File: src/rtl/exe_stage.sv
// exe_stage: execute stage of the 5-stage ARM pipeline.
// Generates operand 2, runs the ALU, computes the branch target and holds NZCV.
// Optional iterative 32-cycle multiplier (MUL, cmd 1010) and stall output,
// enabled by defining the EXE_MUL_EN macro; without it busy is tied low.
module exe_stage (
  input  logic        clk,
  input  logic        rst,
  input  logic        wb_en_in,
  input  logic        mem_r_en_in,
  input  logic        mem_w_en_in,
  input  logic [3:0]  exe_cmd,
  input  logic        b,
  input  logic        s,
  input  logic [31:0] pc,
  input  logic [31:0] value_rn,
  input  logic [31:0] value_rm,
  input  logic [11:0] shift_operand,
  input  logic        imm,
  input  logic [23:0] imm_signed_24,
  input  logic [3:0]  dest_in,
  output logic [31:0] alu_result,
  output logic [31:0] br_addr,
  output logic        b_taken,
  output logic [3:0]  status,
  output logic        busy,
  output logic        wb_en,
  output logic        mem_r_en,
  output logic        mem_w_en,
  output logic [3:0]  dest,
  output logic [31:0] store_val
);
  localparam logic [3:0] CMD_MOV = 4'b0001;
  localparam logic [3:0] CMD_MVN = 4'b1001;
  localparam logic [3:0] CMD_ADD = 4'b0010;
  localparam logic [3:0] CMD_ADC = 4'b0011;
  localparam logic [3:0] CMD_SUB = 4'b0100;
  localparam logic [3:0] CMD_SBC = 4'b0101;
  localparam logic [3:0] CMD_AND = 4'b0110;
  localparam logic [3:0] CMD_ORR = 4'b0111;
  localparam logic [3:0] CMD_EOR = 4'b1000;
`ifdef EXE_MUL_EN
  localparam logic [3:0] CMD_MUL = 4'b1010;
`endif

  logic [31:0] val2, shifted, rot_imm, opb, res;
  logic [63:0] rm_dbl, imm_dbl;
  logic [4:0]  sh_amt;
  logic [32:0] sum;
  logic        cin, is_sub, arith, cmd_defined;
  logic [3:0]  status_q, status_d;
  logic        mul_done;
  logic [31:0] mul_res;

  // Operand 2: memory offset, rotated immediate or shifted register.
  always_comb begin
    sh_amt  = shift_operand[11:7];
    rm_dbl  = {value_rm, value_rm};
    imm_dbl = {2{24'd0, shift_operand[7:0]}};
    rot_imm = 32'(imm_dbl >> {shift_operand[11:8], 1'b0});
    unique case (shift_operand[6:5])
      2'b00:   shifted = value_rm << sh_amt;
      2'b01:   shifted = value_rm >> sh_amt;
      2'b10:   shifted = $unsigned($signed(value_rm) >>> sh_amt);
      default: shifted = 32'(rm_dbl >> sh_amt);
    endcase
    if (mem_r_en_in | mem_w_en_in) val2 = {20'd0, shift_operand};
    else if (imm)                  val2 = rot_imm;
    else                           val2 = shifted;
  end

  // ALU and next flags; subtract is rn + ~val2 + carry-in so C is NOT borrow.
  always_comb begin
    is_sub = (exe_cmd == CMD_SUB) || (exe_cmd == CMD_SBC);
    opb    = is_sub ? ~val2 : val2;
    unique case (exe_cmd)
      CMD_ADC, CMD_SBC: cin = status_q[1];
      CMD_SUB:          cin = 1'b1;
      default:          cin = 1'b0;
    endcase
    sum         = {1'b0, value_rn} + {1'b0, opb} + {32'd0, cin};
    res         = '0;
    arith       = 1'b0;
    cmd_defined = 1'b1;
    unique case (exe_cmd)
      CMD_MOV: res = val2;
      CMD_MVN: res = ~val2;
      CMD_ADD, CMD_ADC, CMD_SUB, CMD_SBC: begin
        res   = sum[31:0];
        arith = 1'b1;
      end
      CMD_AND: res = value_rn & val2;
      CMD_ORR: res = value_rn | val2;
      CMD_EOR: res = value_rn ^ val2;
`ifdef EXE_MUL_EN
      CMD_MUL: res = mul_done ? mul_res : 32'd0;
`endif
      default: cmd_defined = 1'b0;
    endcase
    status_d = {res[31], (res == 32'd0), status_q[1:0]};
    if (arith) begin
      status_d[1] = sum[32];
      status_d[0] = (value_rn[31] == opb[31]) && (sum[31] != value_rn[31]);
    end
  end

  // NZCV register: only defined, non-stalled commands with s set update it.
  always_ff @(posedge clk or posedge rst) begin
    if (rst)                           status_q <= '0;
    else if (s && !busy && cmd_defined) status_q <= status_d;
  end

`ifdef EXE_MUL_EN
  typedef enum logic [1:0] {M_IDLE, M_RUN, M_DONE} mstate_e;
  mstate_e     st_q, st_d;
  logic [31:0] mcand_q, mcand_d, mplier_q, mplier_d, acc_q, acc_d;
  logic [4:0]  cnt_q, cnt_d;

  // Multiplier state and shift-add datapath registers.
  always_ff @(posedge clk or posedge rst) begin
    if (rst) begin
      st_q     <= M_IDLE;
      mcand_q  <= '0;
      mplier_q <= '0;
      acc_q    <= '0;
      cnt_q    <= '0;
    end else begin
      st_q     <= st_d;
      mcand_q  <= mcand_d;
      mplier_q <= mplier_d;
      acc_q    <= acc_d;
      cnt_q    <= cnt_d;
    end
  end

  // Next state: load on MUL detect, one shift-add step per RUN cycle.
  always_comb begin
    st_d     = st_q;
    mcand_d  = mcand_q;
    mplier_d = mplier_q;
    acc_d    = acc_q;
    cnt_d    = cnt_q;
    unique case (st_q)
      M_IDLE: if (exe_cmd == CMD_MUL) begin
        st_d     = M_RUN;
        mcand_d  = value_rn;
        mplier_d = value_rm;
        acc_d    = '0;
        cnt_d    = '0;
      end
      M_RUN: begin
        if (mplier_q[0]) acc_d = acc_q + mcand_q;
        mcand_d  = mcand_q << 1;
        mplier_d = mplier_q >> 1;
        cnt_d    = cnt_q + 5'd1;
        if (cnt_q == 5'd31) st_d = M_DONE;
      end
      M_DONE:  st_d = M_IDLE;
      default: st_d = M_IDLE;
    endcase
  end

  // Outputs: stall from MUL detect through the last RUN cycle.
  always_comb begin
    busy     = ((st_q == M_IDLE) && (exe_cmd == CMD_MUL)) || (st_q == M_RUN);
    mul_done = (st_q == M_DONE);
    mul_res  = acc_q;
  end
`else
  assign busy     = 1'b0;
  assign mul_done = 1'b0;
  assign mul_res  = '0;
`endif

  assign alu_result = res;
  assign br_addr    = pc + {{6{imm_signed_24[23]}}, imm_signed_24, 2'b00};
  assign b_taken    = b;
  assign status     = status_q;
  assign wb_en      = wb_en_in;
  assign mem_r_en   = mem_r_en_in;
  assign mem_w_en   = mem_w_en_in;
  assign dest       = dest_in;
  assign store_val  = value_rm;
endmodule

File: config.mk
export PLATFORM = sky130hd
export DESIGN_NAME = exe_stage
export DESIGN_NICKNAME = d
export VERILOG_FILES = /design/src/rtl/exe_stage.sv
export SDC_FILE = /design/constraint.sdc
export NUM_CORES = 1
export LEC_CHECK = 0
export BUFFER_PORTS_ARGS = -buffer_cell sky130_fd_sc_hd__buf_4
export CAP_MARGIN = 20
export CORE_ASPECT_RATIO = 1.1
export CORE_MARGIN = 2
export CORE_UTILIZATION = 45
export DETAILED_ROUTE_END_ITERATION = 7
export GPL_TIMING_DRIVEN = 0
export PLACE_DENSITY_LB_ADDON = 0.1
export SETUP_SLACK_MARGIN = 0.15
export SYNTH_ARGS = -nofsm -noshare
export SYNTH_HDL_FRONTEND = slang
export SYNTH_SLANG_ARGS = --single-unit
File: constraint.sdc
create_clock -name clk -period 8.6 [get_ports clk]
set_input_delay 1.29 -clock clk [delete_from_list [all_inputs] [get_ports clk]]
set_output_delay 1.29 -clock clk [all_outputs]
set_load 0.005 [all_outputs]
# Word-level counts from Yosys, hierarchy flattened
# Cells that the tools add are included.
[totals]
register_bits = 4
inputBits = 148
word_cells = 45
out_inout_bits = 109
[op_classes]
shifts = 5
n_reduce_logical = 9
addsub = 3
muxes = 8
n_bitwise = 5
eq_ne = 13
[ops]
columns = ["cell", "n"]
rows = [
  ["one-hot mux 32 bit (6 select lines)", 1],
  ["two-way mux 32 bit", 3],
  ["one-hot mux 32 bit (3 select lines)", 1],
  ["right shift 64 x 5 -> 32 bit", 1],
  ["right shift 40 x 5 -> 32 bit", 1],
  ["adder 32 x 32 -> 33 bit", 1],
  ["adder 33 x 1 -> 33 bit", 1],
  ["adder 32 bit", 1],
  ["bitwise AND 32 bit", 1],
  ["zero test 32 bit", 1],
  ["inverter 32 bit", 1],
  ["OR 32 bit", 1],
  ["left shift 32 x 5 -> 32 bit", 1],
  ["right shift 32 x 5 -> 32 bit", 1],
  [">>> shifter 32 x 5 -> 32 bit", 1],
  ["bitwise XOR 32 bit", 1],
  ["== test 4 x 3 -> 1 bit (second input constant)", 4],
  ["OR reduction 9 bit", 1],
  ["== test 4 x 2 -> 1 bit (second input constant)", 2],
  ["== test 4 bit (second input constant)", 2],
  ["== test 4 x 1 -> 1 bit (second input constant)", 1],
  ["OR reduction 4 bit", 1],
  ["== test 2 x 1 -> 1 bit (second input constant)", 1],
  ["== test 2 bit (second input constant)", 1],
  ["other kinds (10)", 12],
]

# Longest topological paths before layout
[depth]
ltp_word = 10
mapped_depth = 27
depth_no_buf = 21

# Worst setup path before layout
# No wires, ideal clock.
[synth_path]
path_kind = "in2out"
start = "input shift_operand[7]"
end = "output alu_result[31]"
arrival_ns = 6.448
slack_ns = 0.862
path_buffers = 7
required_ns = 7.310
cell_stages = 26
cell_sequence = "buf_6 > buf_12 > buf_6 > buf_4 > buf_6 > buf_6 > mux2_2 > mux4_2 > mux2i_1 > nor2_1 > nor3_1 > a211oi_1 > xor2_1 > ha_1 > nand2b_1 > a21oi_1 > o41a_1 > a41o_1 > a31o_2 > o2111ai_1 > a21boi_0 > o21ai_0 > o311a_1 > xor2_1 > o211ai_1 > buf_4"
[synth_between]
elab_chain_len = 9
elab_cells_between_ends = 16
classes_between = "2 x add/sub; 5 x shift; 5 x mux; 4 x bitwise"
[synth_rtl]
columns = ["element", "line", "source"]
rows = [
  ["start: declaration", "17", "input logic [11:0] shift_operand,"],
  ["right shift 64 x 5 -> 32 bit, or another cell as far along", "64", "default: shifted = 32'(rm_dbl >> sh_amt);"],
  ["one-hot mux 32 bit (3 select lines)", "60", "unique case (shift_operand[6:5])"],
  ["two-way mux 32 bit", "67", "else if (imm) val2 = rot_imm;"],
  ["two-way mux 32 bit *", "66", "if (mem_r_en_in | mem_w_en_in) val2 = {20'd0, shift_operand};"],
  ["inverter 32 bit", "74, 86", ""],
  ["two-way mux 32 bit", "74", "opb = is_sub ? ~val2 : val2;"],
  ["adder 32 x 32 -> 33 bit", "80", "sum = {1'b0, value_rn} + {1'b0, opb} + {32'd0, cin};"],
  ["adder 33 x 1 -> 33 bit", "80", ""],
  ["one-hot mux 32 bit (6 select lines) *", "84", "unique case (exe_cmd)"],
  ["end: declaration", "21", "output logic [31:0] alu_result,"],
]
# Every way passes the cells marked *; elsewhere a longest branch is shown, timed or not.

# Worst setup path after layout
[layout_path]
start = "input shift_operand[9]"
end = "output alu_result[31]"
# Same word-level chain as after synthesis.

==> results by group <==
Status
  • Run status: complete, no violations

Synthesis
  • Cell Area, Synth: 0.0122 mm²
  • Most numerous cell in the Yosys netlist: nor2_1
  • Syn_nets: 1929
  • Synthesized area per cell: 7.38 µm²
  • Top cell type's share of synthesized area: between 10% and 20%
  • YS warnings: 0
  • Top FF cell, synth: dfrtp_1
  • Register bit total from synthesis: 4
  • Top post-synthesis cells by area: ha_1 13%, mux4_2 9.8%, mux2i_1 6.0%
  • Leading area contributor after synthesis: ha_1
  • Commonest cells in the netlist: 139 x nor2_1, 135 x nand2_1, 128 x ha_1, 101 x a21oi_1, 92 x inv_1
  • Post-synth ARST share: 100%
  • EDFF count, synth: 0
  • Post-synthesis cell type count: 95
  • Post-synthesis cell count: 1650
  • Post-synthesis sequential area ratio: 0.822%

Cells and area
  • Layout cells sized above 1: 27.4%
  • Area delta synth->final: 23.2%
  • FILL cells: 2548
  • Final core area utilization: between 50% and 60%
  • Final Cell Area: 0.0150 mm²
  • Max FFs per register: 4
  • Fin nets: roughly 2200

Timing
  • Top achievable clock speed: 118 MHz
  • Fin Setup TNS: 0 ns
  • Max Slew Vio Count: 0
  • Fin crit share: 98.3%
  • Final setup violation count: 0
  • RSZ-0062 raised after global routing: false
  • Final Skew: 0.000921 ns
  • Final worst setup slack: 0.145 ns
  • Rel. slew slack: 26.1%
  • Hold Fails Final Rpt: 0
  • Worst slew pin tran: 1.11 ns
  • Min cycle time layout: 8.46 ns

Detailed routing
  • Vias: 15800
  • Detailed-route DRC error count: 0
  • DR WL/cell: 29.8 µm
  • Final antenna-violating net count: 0
  • Final WL: roughly 68 mm
  • First-pass iteration count of the detailed router: 6
  • Avg Vias per Cell: 6.99
  • Initial DRC count: 1893

Pwr
  • Leakage Power: 6.68 nW
  • Peak VDD IR: a little over 0.0001 V
  • P per Cell Area: 85.0 mW/mm²

Floorplanning
  • Core ar.: 0.0268 mm²
  • Die Height: 177 µm
  • Initial Util: 45.4%
  • Die W: ~160 µm
  • # rows: 63
  • Die area: around 0.028 mm²
  • IO Pins: between 200 and 300

CTS
  • Clock Sinks: 4
  • # hold bufs at CTS: 0
  • H-tree Lvls: 1
  • CTS buffer count: 3
  • Clock Tree Buf Depth: 2
  • CTS tree: built
  • Clock Latency Late Sink: 0.23 ns
  • Clock Tree Root: clkbuf_16
  • CTS clk-pin slew, worst paths: 0.03 ns

Global routing
  • Tot GR Track Use: 45.4%
  • First-pass GRT wire length: 97.4 mm
  • GRT overflow: 0
  • Initial antenna violation count: 3
  • Largest net degree at the start of global routing: 12
  • Vias in the first global route: 15500

Critical path
  • Reg2reg start: status[1]$_DFFE_PP0P_
  • R2R depth: 17
  • WP data arrival: 7.17 ns
  • Max Fanout on Critical Path: 10
  • CP Class: in -> out
  • FF-to-FF End: status[2]$_DFFE_PP0P_
  • CP Launch Type: input port
  • WP data required: 7.31 ns
  • Worst setup EP type: primary output
  • R2R Setup Slk: ~2.9 ns

Placement
  • Placed instance area: around 0.014 mm²
  • GPL Wtd Cong: 1.11
  • IO Port Bufs: approximately 250
  • HPWL reported at the end of detailed placement: 53.5 mm
  • Pre-CTS setup slack: -1.67 ns

Hold path
  • Hold Crit Start: status[3]$_DFFE_PP0P_
  • Hold crit path type: reg -> reg
  • Hold path cells: 1
  • Hold EP: status[3]$_DFFE_PP0P_

Run
  • Max-cap viol count: 0
==> per-layer routing <==
metal  global-route usage (%)  wire (µm)
met5                        0          0
met3                     11.1       7440
met2                     74.3      30100
met1                     51.6      23600
met4                     33.7       6340
==> critical path, stage by stage <==
cell and delay (ns):
buf_4 0.10, buf_2 0.21, clkbuf_4 0.27, nor2b_1 0.72, a22o_1 0.44, a2bb2oi_1 0.18
a21boi_1 0.08, a211oi_1 0.33, o21a_1 0.39, xor2_1 0.13, ha_1 0.47, and3_1 0.28
and2_1 0.23, a21oi_1 0.11, nor2_1 0.15, a31o_4 0.19, o2111ai_4 0.14, a21boi_2 0.24
o21ai_2 0.11, o311a_1 0.35, xor2_1 0.16, o211ai_1 0.31, buf_4 0.17, buf_4 0.09
==> cell families (layout without fill, tap and decap cells) <==
family                   Yosys count  count (layout)  share of synthesized area (%)
other                              1               3                         0.0308
XOR/XNOR                          93              93                           6.69
AO/OA/AOI/OAI                    513             513                           29.5
adder cells (fa/ha/maj)          131             131                           13.6
AND/OR/NAND/NOR                  481             481                           19.1
multiplexers                     169             169                           20.0
buffers and inverters            258             516                           10.1
flip-flops                         4               4                          0.822
==> where the power goes <==
part	internal (mW)	switching (mW)	total, mW	leakage [nW]
registers	0.0222	0.00481	0.0270	0.0518
logic	0.487	0.687	1.17	6.60
clock network	0.0595	0.0144	0.0739	0.0370
==> metrics by stage <==
step | power (mW) | hold WS (ns) | cells
6_report | 1.28 | 0.507 | 2267
4_1_cts | 1.21 | 0.509 | 2261
5_1_grt | 1.33 | 0.524 | 2265
2_1_floorplan | 0.672 | 0.470 | 1650
3_3_place_gp | 1.10 | 0.469 | 2252
3_5_place_dp | 1.12 | 0.481 | 2255
==> area by class of cell <==
class | instances | area [µm²] | area share (%)
plain buffers | 155 | 982 | 6.55
flip-flops and latches | 4 | 100 | 0.667
multi-input cells | 1388 | 11100 | 73.9
diodes | 2 | 5.00 | 0.0334
clock buffers | 3 | 75.1 | 0.500
well taps | 357 | 447 | 2.98
inverters | 101 | 382 | 2.54
repair buffers | 257 | 1920 | 12.8
==> what timing repair did <==
action,CTS,global route
gates resized for setup,60,66
endpoints found under the setup margin,26,10
pin swaps,2,7
setup buffers,4,4
==> worst max path at each step <==
stage                      to              start  cells past startpoint
2_1_floorplan  alu_result[31]   shift_operand[7]                     26
3_3_place_gp   alu_result[31]  shift_operand[10]                     25
3_5_place_dp   alu_result[31]  shift_operand[10]                     22
4_1_cts        alu_result[31]   shift_operand[7]                     28
5_1_grt        alu_result[31]   shift_operand[6]                     25
6_report       alu_result[31]   shift_operand[9]                     24
==> cell usage in the layout, fill, tap and decap left out, types with 8 or more instances in the layout <==
master | synthesis | final
clkbuf_1 | 69 | 45
or3_1 | 11 | 11
buf_2 | 14 | 16
o21a_1 | 16 | 16
inv_1 | 92 | 92
clkbuf_4 | 0 | 10
nand4_1 | 9 | 9
o21ai_0 | 83 | 82
nand3_1 | 39 | 39
nor2_1 | 139 | 136
mux4_2 | 53 | 53
nand2_1 | 135 | 135
a211oi_1 | 19 | 17
xnor2_1 | 70 | 70
o31ai_1 | 8 | 8
a22oi_1 | 21 | 21
a21o_1 | 35 | 35
buf_4 | 50 | 307
a31oi_1 | 32 | 30
and2_1 | 11 | 11
o2111ai_1 | 9 | 8
xor2_1 | 23 | 22
nor2b_1 | 16 | 15
a211o_1 | 10 | 10
nand2b_1 | 22 | 22
o22ai_1 | 16 | 12
and3_1 | 14 | 14
o211ai_1 | 27 | 27
ha_1 | 128 | 127
a21oi_1 | 101 | 98
o221ai_1 | 21 | 21
nor3_1 | 28 | 25
clkbuf_2 | 0 | 17
mux2_2 | 37 | 37
a221oi_1 | 20 | 20
mux2i_1 | 73 | 67
Power figures use the tool's default switching activity.
